==> src/rtl/pipe_ctrl.sv <==
// pipe_ctrl: pipeline control for the 5-stage RISC-V core.
// Carries the per-instruction control bundle ID->EX->MEM->WB, produces operand
// forwarding selects, load-use bubbles, mem_busy freeze and MEM-stage branch
// resolution with redirect/flush.
// Optional build macro PIPE_CTRL_PERF_EN adds stall/branch/mispredict counters;
// without it the perf_* ports are tied to zero.
module pipe_ctrl #(
    parameter int CTRL_W = 16,
    parameter int RA_W   = 5,
    parameter int NUM_RS = 2
) (
    input  logic                   clk,
    input  logic                   rst,
    input  logic                   id_valid,
    input  logic [CTRL_W-1:0]      id_ctrl,
    input  logic [RA_W-1:0]        id_rd,
    input  logic                   id_rd_we,
    input  logic                   id_is_load,
    input  logic [NUM_RS*RA_W-1:0] id_rs,
    input  logic [NUM_RS-1:0]      id_rs_used,
    input  logic                   id_is_branch,
    input  logic                   id_is_jump,
    input  logic                   id_pred_taken,
    input  logic [2:0]             id_funct3,
    input  logic                   br_eq,
    input  logic                   br_lt,
    input  logic                   mem_busy,
    output logic                   stall_id,
    output logic                   flush,
    output logic [CTRL_W-1:0]      ex_ctrl,
    output logic [CTRL_W-1:0]      mem_ctrl,
    output logic [CTRL_W-1:0]      wb_ctrl,
    output logic                   ex_valid,
    output logic                   mem_valid,
    output logic                   wb_valid,
    output logic [RA_W-1:0]        wb_rd,
    output logic                   wb_we,
    output logic [2*NUM_RS-1:0]    fwd_sel,
    output logic                   pc_sel,
    output logic                   redir_taken,
    output logic                   branch_resolved,
    output logic                   actual_taken,
    output logic                   mispredict,
    output logic [31:0]            perf_stall,
    output logic [31:0]            perf_branch,
    output logic [31:0]            perf_mispred
);

    // EX stage registers
    logic                   ex_v, ex_we, ex_is_load, ex_is_branch, ex_is_jump, ex_pred;
    logic [CTRL_W-1:0]      ex_c;
    logic [RA_W-1:0]        ex_rd;
    logic [2:0]             ex_f3;
    logic [NUM_RS*RA_W-1:0] ex_rs;
    logic [NUM_RS-1:0]      ex_rs_used;

    // MEM stage registers (comparator results sampled from EX)
    logic                   mem_v, mem_we, mem_is_branch, mem_is_jump, mem_pred;
    logic                   mem_eq, mem_lt;
    logic [CTRL_W-1:0]      mem_c;
    logic [RA_W-1:0]        mem_rd;
    logic [2:0]             mem_f3;

    // WB stage registers
    logic                   wb_v, wb_we_r;
    logic [CTRL_W-1:0]      wb_c;
    logic [RA_W-1:0]        wb_rd_r;

    logic load_use;
    logic cond_taken, taken, resolve;

    // Load-use hazard: a load in EX whose destination is read by the ID instruction.
    always_comb begin
        // NOTE: every combinational output gets a default first so no path infers a latch.
        load_use = 1'b0;
        if (ex_v && ex_is_load && ex_we && ex_rd != '0) begin
            for (int i = 0; i < NUM_RS; i++) begin
                if (id_rs_used[i] && id_rs[i*RA_W +: RA_W] == ex_rd)
                    load_use = 1'b1;
            end
        end
    end

    // Branch/jump resolution for the instruction in MEM; gated while memory is busy.
    always_comb begin
        cond_taken = 1'b0;
        case (mem_f3)
            3'b000:         cond_taken = mem_eq;
            3'b001:         cond_taken = ~mem_eq;
            3'b100, 3'b110: cond_taken = mem_lt;
            3'b101, 3'b111: cond_taken = ~mem_lt;
            default:        cond_taken = 1'b0;
        endcase
        taken           = mem_is_jump | (mem_is_branch & cond_taken);
        resolve         = mem_v & ~mem_busy & (mem_is_branch | mem_is_jump);
        mispredict      = resolve & (taken != mem_pred);
        pc_sel          = mispredict;
        redir_taken     = resolve & taken;
        branch_resolved = resolve & mem_is_branch;
        actual_taken    = resolve & mem_is_branch & taken;
    end

    // Forwarding selects per EX operand; MEM result has priority over WB.
    always_comb begin
        fwd_sel = '0;
        for (int i = 0; i < NUM_RS; i++) begin
            if (ex_rs_used[i] && mem_v && mem_we && mem_rd != '0 &&
                mem_rd == ex_rs[i*RA_W +: RA_W])
                fwd_sel[2*i +: 2] = 2'b10;
            else if (ex_rs_used[i] && wb_v && wb_we_r && wb_rd_r != '0 &&
                     wb_rd_r == ex_rs[i*RA_W +: RA_W])
                fwd_sel[2*i +: 2] = 2'b01;
        end
    end

    // A redirect kills IF/ID, so it overrides both stall causes.
    assign flush    = pc_sel;
    assign stall_id = ~pc_sel & (mem_busy | load_use);

    // ID->EX: hold on busy, bubble on redirect, load-use or empty ID.
    always_ff @(posedge clk or posedge rst) begin
        if (rst) begin
            // NOTE: state registers use non-blocking assignments so every stage samples pre-edge values.
            ex_v <= 1'b0; ex_c <= '0; ex_rd <= '0; ex_we <= 1'b0; ex_is_load <= 1'b0;
            ex_is_branch <= 1'b0; ex_is_jump <= 1'b0; ex_pred <= 1'b0; ex_f3 <= '0;
            ex_rs <= '0; ex_rs_used <= '0;
        end else if (!mem_busy) begin
            if (pc_sel || load_use || !id_valid) begin
                ex_v <= 1'b0; ex_c <= '0; ex_rd <= '0; ex_we <= 1'b0; ex_is_load <= 1'b0;
                ex_is_branch <= 1'b0; ex_is_jump <= 1'b0; ex_pred <= 1'b0; ex_f3 <= '0;
                ex_rs <= '0; ex_rs_used <= '0;
            end else begin
                ex_v <= 1'b1; ex_c <= id_ctrl; ex_rd <= id_rd; ex_we <= id_rd_we;
                ex_is_load <= id_is_load; ex_is_branch <= id_is_branch;
                ex_is_jump <= id_is_jump; ex_pred <= id_pred_taken; ex_f3 <= id_funct3;
                ex_rs <= id_rs; ex_rs_used <= id_rs_used;
            end
        end
    end

    // EX->MEM: hold on busy, bubble on redirect; comparator results captured here.
    always_ff @(posedge clk or posedge rst) begin
        if (rst) begin
            mem_v <= 1'b0; mem_c <= '0; mem_rd <= '0; mem_we <= 1'b0;
            mem_is_branch <= 1'b0; mem_is_jump <= 1'b0; mem_pred <= 1'b0; mem_f3 <= '0;
            mem_eq <= 1'b0; mem_lt <= 1'b0;
        end else if (!mem_busy) begin
            if (pc_sel) begin
                mem_v <= 1'b0; mem_c <= '0; mem_rd <= '0; mem_we <= 1'b0;
                mem_is_branch <= 1'b0; mem_is_jump <= 1'b0; mem_pred <= 1'b0; mem_f3 <= '0;
                mem_eq <= 1'b0; mem_lt <= 1'b0;
            end else begin
                mem_v <= ex_v; mem_c <= ex_c; mem_rd <= ex_rd; mem_we <= ex_we;
                mem_is_branch <= ex_is_branch; mem_is_jump <= ex_is_jump;
                mem_pred <= ex_pred; mem_f3 <= ex_f3;
                mem_eq <= br_eq; mem_lt <= br_lt;
            end
        end
    end

    // MEM->WB: the resolving instruction itself always retires into WB.
    always_ff @(posedge clk or posedge rst) begin
        if (rst) begin
            wb_v <= 1'b0; wb_c <= '0; wb_rd_r <= '0; wb_we_r <= 1'b0;
        end else if (!mem_busy) begin
            wb_v <= mem_v; wb_c <= mem_c; wb_rd_r <= mem_rd; wb_we_r <= mem_we;
        end
    end

    assign ex_valid  = ex_v;
    assign mem_valid = mem_v;
    assign wb_valid  = wb_v;
    assign ex_ctrl   = ex_v  ? ex_c  : '0;
    assign mem_ctrl  = mem_v ? mem_c : '0;
    assign wb_ctrl   = wb_v  ? wb_c  : '0;
    assign wb_rd     = wb_rd_r;
    assign wb_we     = wb_v & wb_we_r & (wb_rd_r != '0);

`ifdef PIPE_CTRL_PERF_EN
    // Wrapping performance counters for stalls, resolved branches and mispredicts.
    always_ff @(posedge clk or posedge rst) begin
        if (rst) begin
            perf_stall   <= '0;
            perf_branch  <= '0;
            perf_mispred <= '0;
        end else begin
            if (stall_id && !flush) perf_stall   <= perf_stall + 32'd1;
            if (branch_resolved)    perf_branch  <= perf_branch + 32'd1;
            if (mispredict)         perf_mispred <= perf_mispred + 32'd1;
        end
    end
`else
    assign perf_stall   = '0;
    assign perf_branch  = '0;
    assign perf_mispred = '0;
`endif

endmodule
==> config.mk <==
export PLATFORM = sky130hd
export DESIGN_NAME = pipe_ctrl
export DESIGN_NICKNAME = d
export VERILOG_FILES = /design/src/rtl/pipe_ctrl.sv
export SDC_FILE = /design/constraint.sdc
export NUM_CORES = 1
export LEC_CHECK = 0
export CAP_MARGIN = 5
export CORE_MARGIN = 1.5
export CORE_UTILIZATION = 30
export DETAILED_ROUTE_END_ITERATION = 6
export GPL_ROUTABILITY_DRIVEN = 0
export HOLD_SLACK_MARGIN = 0.15
export PLACE_DENSITY_LB_ADDON = 0.3
export SLEW_MARGIN = 5
export SYNTH_ARGS = -nofsm -noshare
export SYNTH_HDL_FRONTEND = slang
export SYNTH_SLANG_ARGS = --single-unit
==> constraint.sdc <==
create_clock -name clk -period 3.26 [get_ports clk]
set_input_delay 0.652 -clock clk [delete_from_list [all_inputs] [get_ports clk]]
set_output_delay 0.652 -clock clk [all_outputs]
set_load 0.02 [all_outputs]
Word level (Yosys, flattened, before mapping) --
Cells that the tools add are included.
Word-level totals: register bits after elaboration 96, logic and storage cells 116, output and inout bits 164
Operators by class: equality and inequality tests 12, mux-type cells 32, reductions and logical operators 30, bitwise operators 17
Operators with widths (count):
- $mux W16 | 5
- $eq A5 B5 Y1 | 6
- $logic_and A1 B1 Y1 | 21
- $mux W1 | 18
- $reduce_bool A5 Y1 | 3
- $eq A3 B3 Y1 const B | 4
- $and A1 B1 Y1 | 10
- $mux W10 | 1
- $mux W5 | 2
- $mux W2 | 3
- $mux W3 | 2
- $not A1 Y1 | 4
- $pmux W1 S4 | 1
- $reduce_or A2 Y1 | 2
- $eq A3 B1 Y1 const B | 1
- $logic_not A3 Y1 | 1
- $or A1 B1 Y1 | 3
- $logic_or A1 B1 Y1 | 2
- $logic_not A1 Y1 | 1
- $ne A1 B1 Y1 | 1

Longest topological paths before layout --
word-level depth 10, mapped depth 7

Worst setup path before layout --
OpenSTA, ideal clock, no wires.
kind reg2out, start point reg mem_f3[0], end point out mispredict, arrival 1.955 ns, path slack 0.653 ns, required time 2.608 ns, path buffers 2, stages on the path, launching flop included 7, cell sequence dfrtp_1 xor2_1 a221oi_4 mux2i_2 clkbuf_1 inv_1 buf_4
On the way: word-level cells in the longest chain between the ends 7, elaborated cells on any way between the ends 13
Ends and longest elaborated chain:
- from (decl) | line 62 | logic [2:0] mem_f3;
- from (signal assigned) | line 145 | mem_is_branch <= 1'b0; mem_is_jump <= 1'b0; mem_pred <= 1'b0; mem_f3 <= '0;
- from (signal assigned) | line 150 | mem_is_branch <= 1'b0; mem_is_jump <= 1'b0; mem_pred <= 1'b0; mem_f3 <= '0;
- from (signal assigned) | line 155 | mem_pred <= ex_pred; mem_f3 <= ex_f3;
- $eq A3 B3 Y1 | line 87 | case (mem_f3)
- $reduce_or A2 Y1 | line 87
- $pmux W1 S4 (*) | line 87
- $and A1 B1 Y1 (*) | line 94 | taken = mem_is_jump | (mem_is_branch & cond_taken);
- $or A1 B1 Y1 (*) | line 94
- $ne A1 B1 Y1 (*) | line 96 | mispredict = resolve & (taken != mem_pred);
- $and A1 B1 Y1 (*) | line 96
- to (decl) | line 43 | output logic mispredict,
Every way passes the cells marked *; elsewhere a longest branch is shown, timed or not.

Final worst setup path --
start point reg mem_rd[1], end point out fwd_sel[2]
On the way: word-level cells in the longest chain between the ends 4, elaborated cells on any way between the ends 5
Ends and longest elaborated chain:
- from (decl) | line 61 | logic [RA_W-1:0] mem_rd;
- from (signal assigned) | line 144 | mem_v <= 1'b0; mem_c <= '0; mem_rd <= '0; mem_we <= 1'b0;
- from (signal assigned) | line 149 | mem_v <= 1'b0; mem_c <= '0; mem_rd <= '0; mem_we <= 1'b0;
- from (signal assigned) | line 153 | mem_v <= ex_v; mem_c <= ex_c; mem_rd <= ex_rd; mem_we <= ex_we;
- $reduce_bool A5 Y1 | line 107 | if (ex_rs_used[i] && mem_v && mem_we && mem_rd != '0 &&
- $logic_and A1 B1 Y1 | line 107
- $logic_and A1 B1 Y1 (*) | line 107
- $mux W2 (*) | line 107
- to (decl) | line 38 | output logic [2*NUM_RS-1:0] fwd_sel,
Marks and branches as above.

==> flow_summary.json <==
{
  "run_status": "complete, no violations",
  "ys_warn_count": 0,
  "power.switching_fraction_pct": 30.5,
  "fin_nets": 653,
  "worst_hold_slack_ns": 0.492,
  "synthesis.area_sq_um": 5190,
  "cp.buffers_inverters": 1,
  "layoutNonFillerInstCount": 829,
  "chipWidth_um": 135,
  "grt_max_degree": 70,
  "cts.clk_slew.worst_paths_ns": 0.06,
  "power.combinational.fraction_pct": 23.0,
  "fraction_of_synthesized_area_in_multiplexers_pct": 5.04,
  "syn_inst": 504,
  "synth-main-ff-cell": "dfrtp_1",
  "critical_path.cell_chain": "or4_1 > o211ai_1 > nor3_1 > nor2_1 > clkdlybuf4s50_1",
  "clock_tree.root_cell": "clkbuf_16",
  "worst_clock_skew_ns": 0.00438,
  "hpwl_um": 9130,
  "ctsLongestPathBuffers": 2,
  "grt_overflow_total": 0,
  "rsz0062_at_grt": "false",
  "timing_worst_setup_path_type": "reg2out",
  "tritoncts": "yes",
  "vias": 3693,
  "post-cts-setup-buffer-count": 0,
  "post-synth-top-area-fraction_pct": 46.3,
  "dieHeight_um": 135,
  "final_hold_viol_count": 0,
  "fraction_of_the_mapped_netlist_area_in_compound_gates_pct": 12.5,
  "kind_of_end_point_of_the_critical_path": "primary output",
  "syn_avg_cell_area_sq_um": 10.3,
  "holdBufCountCts": 0,
  "netSwitchingPower_uw": 950,
  "area_growth_pct": 24.0,
  "via_count_of_the_first_global_routing_pass": 3560,
  "initial_utilization_pct": 31.0,
  "row_count": 47,
  "yosys_reg_bits": 96,
  "synth_seq_area_share_pct": 46.3,
  "detail_route.drc_violations": 0,
  "unique_masters_post_synth": 32,
  "num_antenna_cells": 0,
  "powerDensity_nw_per_um2": 483,
  "drt_pre_antenna_iters": 4,
  "wl_um": 12800,
  "dieArea_sq_um": 18100,
  "total_leakage_power_uw": 0.00287,
  "asyncSetResetFlopFracSynth_pct": 100,
  "timing.critical_path.from_type": "register",
  "worstPathRequired_ns": 2.61,
  "grt_first_pass_wirelength_um": 20100,
  "final-setup-viol-count": 0,
  "clk-insertion-delay-late_ns": 0.34,
  "htreeDepth": 3,
  "synth_top_family_by_area": "buffers and inverters",
  "cts_num_sinks": 96,
  "buffer_ports.inserted": 114,
  "path_delay_family": "simple AND/OR/NAND/NOR gates",
  "synth_top_cell_by_area": "dfrtp_1",
  "groute.usage.overall_pct": 14.4,
  "totalPowerFinal_uw": 3110,
  "timing.critical_path.arrival_ns": 2.46,
  "share_seq_of_total_power_pct": 46.2,
  "finalWorstSetupSlack_ns": 0.150,
  "drt.antenna.violating_nets": 0,
  "numPlacedInstances": 815,
  "hp-class": "reg2reg",
  "cap_viol_max_count": 0,
  "drtIter0Drc": 164,
  "post-route-period-util_pct": 95.4,
  "vias_per_cell": 4.45,
  "synth_edf_count": 0,
  "min_period_ns": 3.11,
  "timing.final.max_slew_violations": 0,
  "timing.critical_path.slowest_cell_delay_ns": 0.61,
  "initial_antenna_violation_count": 1,
  "fp.coreArea_sq_um": 16800,
  "synth_adder_area_share_pct": 0,
  "slew-limit-headroom_pct": 32.6,
  "clkPwrFrac_pct": 30.8,
  "vdd_drop_max_mv": 0.218,
  "synth-simple-area-share_pct": 13.3,
  "max_stage_delay_cell_worst_path": "clkdlybuf4s50_1",
  "routedWlPerCell_um": 15.5,
  "worst-path-max-fanout": 5,
  "achievable-frequency_ghz": 0.322,
  "synth_top_cells_by_area": "dfrtp_1 (46%), buf_4 (14%), a32o_1 (7.9%)",
  "worst_pin_slew_ns": 1.01,
  "numCtsBuffers": 9,
  "synth_xor_xnor_area_share_pct": 5.40,
  "post_cts_repair_resize_count": 1,
  "internal-power_uw": 2160,
  "pre_cts_ws_ns": -0.0364,
  "drive_gt1_share_pct": 8.05,
  "pin_count": 211
}
==> through the flow <==
stage / instance area, sq um / setup TNS [ns] / util (%)
final: 6440 / 0 / 38.4
after global routing: 6440 / 0 / 38.4
after CTS: 6440 / 0 / 38.4
after detailed placement: 6190 / -0.0364 / 36.9
after global placement: 6190 / -0.0132 / 36.9
after floorplan: 5550 / 0 / -
==> logic make-up after synthesis <==
group / Yosys count
AOI/OAI and AO/OA: 80
xor gates and xnor gates: 32
buffers and inverters: 132
DFF: 96
muxes: 23
other: 1
and+or+nand+nor: 140
==> flip-flops by register name, summed over array words and instances, names as in the netlist, 2 cells and up <==
signal / cells
mem_f3: 3
mem_c: 16
wb_c: 16
mem_rd: 5
ex_f3: 3
wb_rd: 5
ex_rd: 5
ex_rs_used: 2
ex_c: 16
ex_rs: 10
==> power groups by stage <==
stage                     Clock (uW)  Combinational (uW)  Sequential (uW)
after floorplan                    0                 544             1440
after global placement             0                 714             1450
after detailed placement           0                 723             1460
after CTS                        986                 725             1440
after global routing            1040                 781             1460
final                            958                 717             1440
==> metal layers <==
layer / GRT usage, % / vias up / share of wire (%)
met1: 18.1 / 1808 / 43
met2: 24.2 / 133 / 50
met3: 3.04 / 16 / 4.4
met4: 5.44 / 0 / 2.1
li1: - / 1736 / -
met5: 0 / - / 0
==> layout by cell type (no fill, tap or decap), drive strengths merged, types with 2 or more instances in the layout <==
cell type and instances:
clkdlybuf4s50 112, conb 96, dfrtp 96, nand2 66, and2 49, a32o 41, o21ai 31, mux2 22
xor2 18, xnor2 14, clkbuf 13, buf 12, nor2 6, nor3 5, nor4 4, nand4 4
inv 3, or4 2, o21a 2
==> worst register-to-register path, stage by stage, from the launching register on <==
cell and delay, ns:
dfrtp_1 0.41, xor2_1 0.20, a221oi_4 0.40, mux2i_4 0.38, buf_4 0.28, o21a_1 0.17
buf_4 0.30, a32o_1 0.25
==> worst paths after layout <==
path	start	to	slack (ns)	cells past startpoint
min in group asynchronous	rst	wb_c[4]$_DFFE_PP0N_	0.72	2
max in group asynchronous	rst	mem_eq$_DFFE_PP0N_	1.88	3
worst max-delay path	mem_rd[1]$_DFFE_PP0N_	fwd_sel[2]	0.15	5
worst min register to register	ex_f3[0]$_DFFE_PP0N_	ex_f3[0]$_DFFE_PP0N_	0.49	1
worst min-delay path	ex_f3[0]$_DFFE_PP0N_	ex_f3[0]$_DFFE_PP0N_	0.49	1
worst max register to register	mem_f3[0]$_DFFE_PP0N_	ex_c[2]$_DFFE_PP0N_	0.81	7
==> cells in the mapped netlist (3+ instances only) <==
cell type,number
a32o_1,41
and2_1,49
buf_4,98
buf_6,5
clkbuf_1,25
dfrtp_1,96
inv_1,3
mux2_2,22
nand2_1,66
nand4_1,4
nor2_1,6
nor3_1,5
nor4_1,4
o21ai_0,20
o21ai_1,11
xnor2_1,14
xor2_1,18
==> area by class of cell <==
type                    count  area [sq um]
clock buffers              13           250
clock inverters             1          5.00
fillers                  1661         10300
inverters                   3          13.8
multi-input cells         371          2260
flip-flops and latches     96          2400
well taps                 220           275
repair buffers            125          1230
Note: power is estimated with default switching activity, not from simulation.
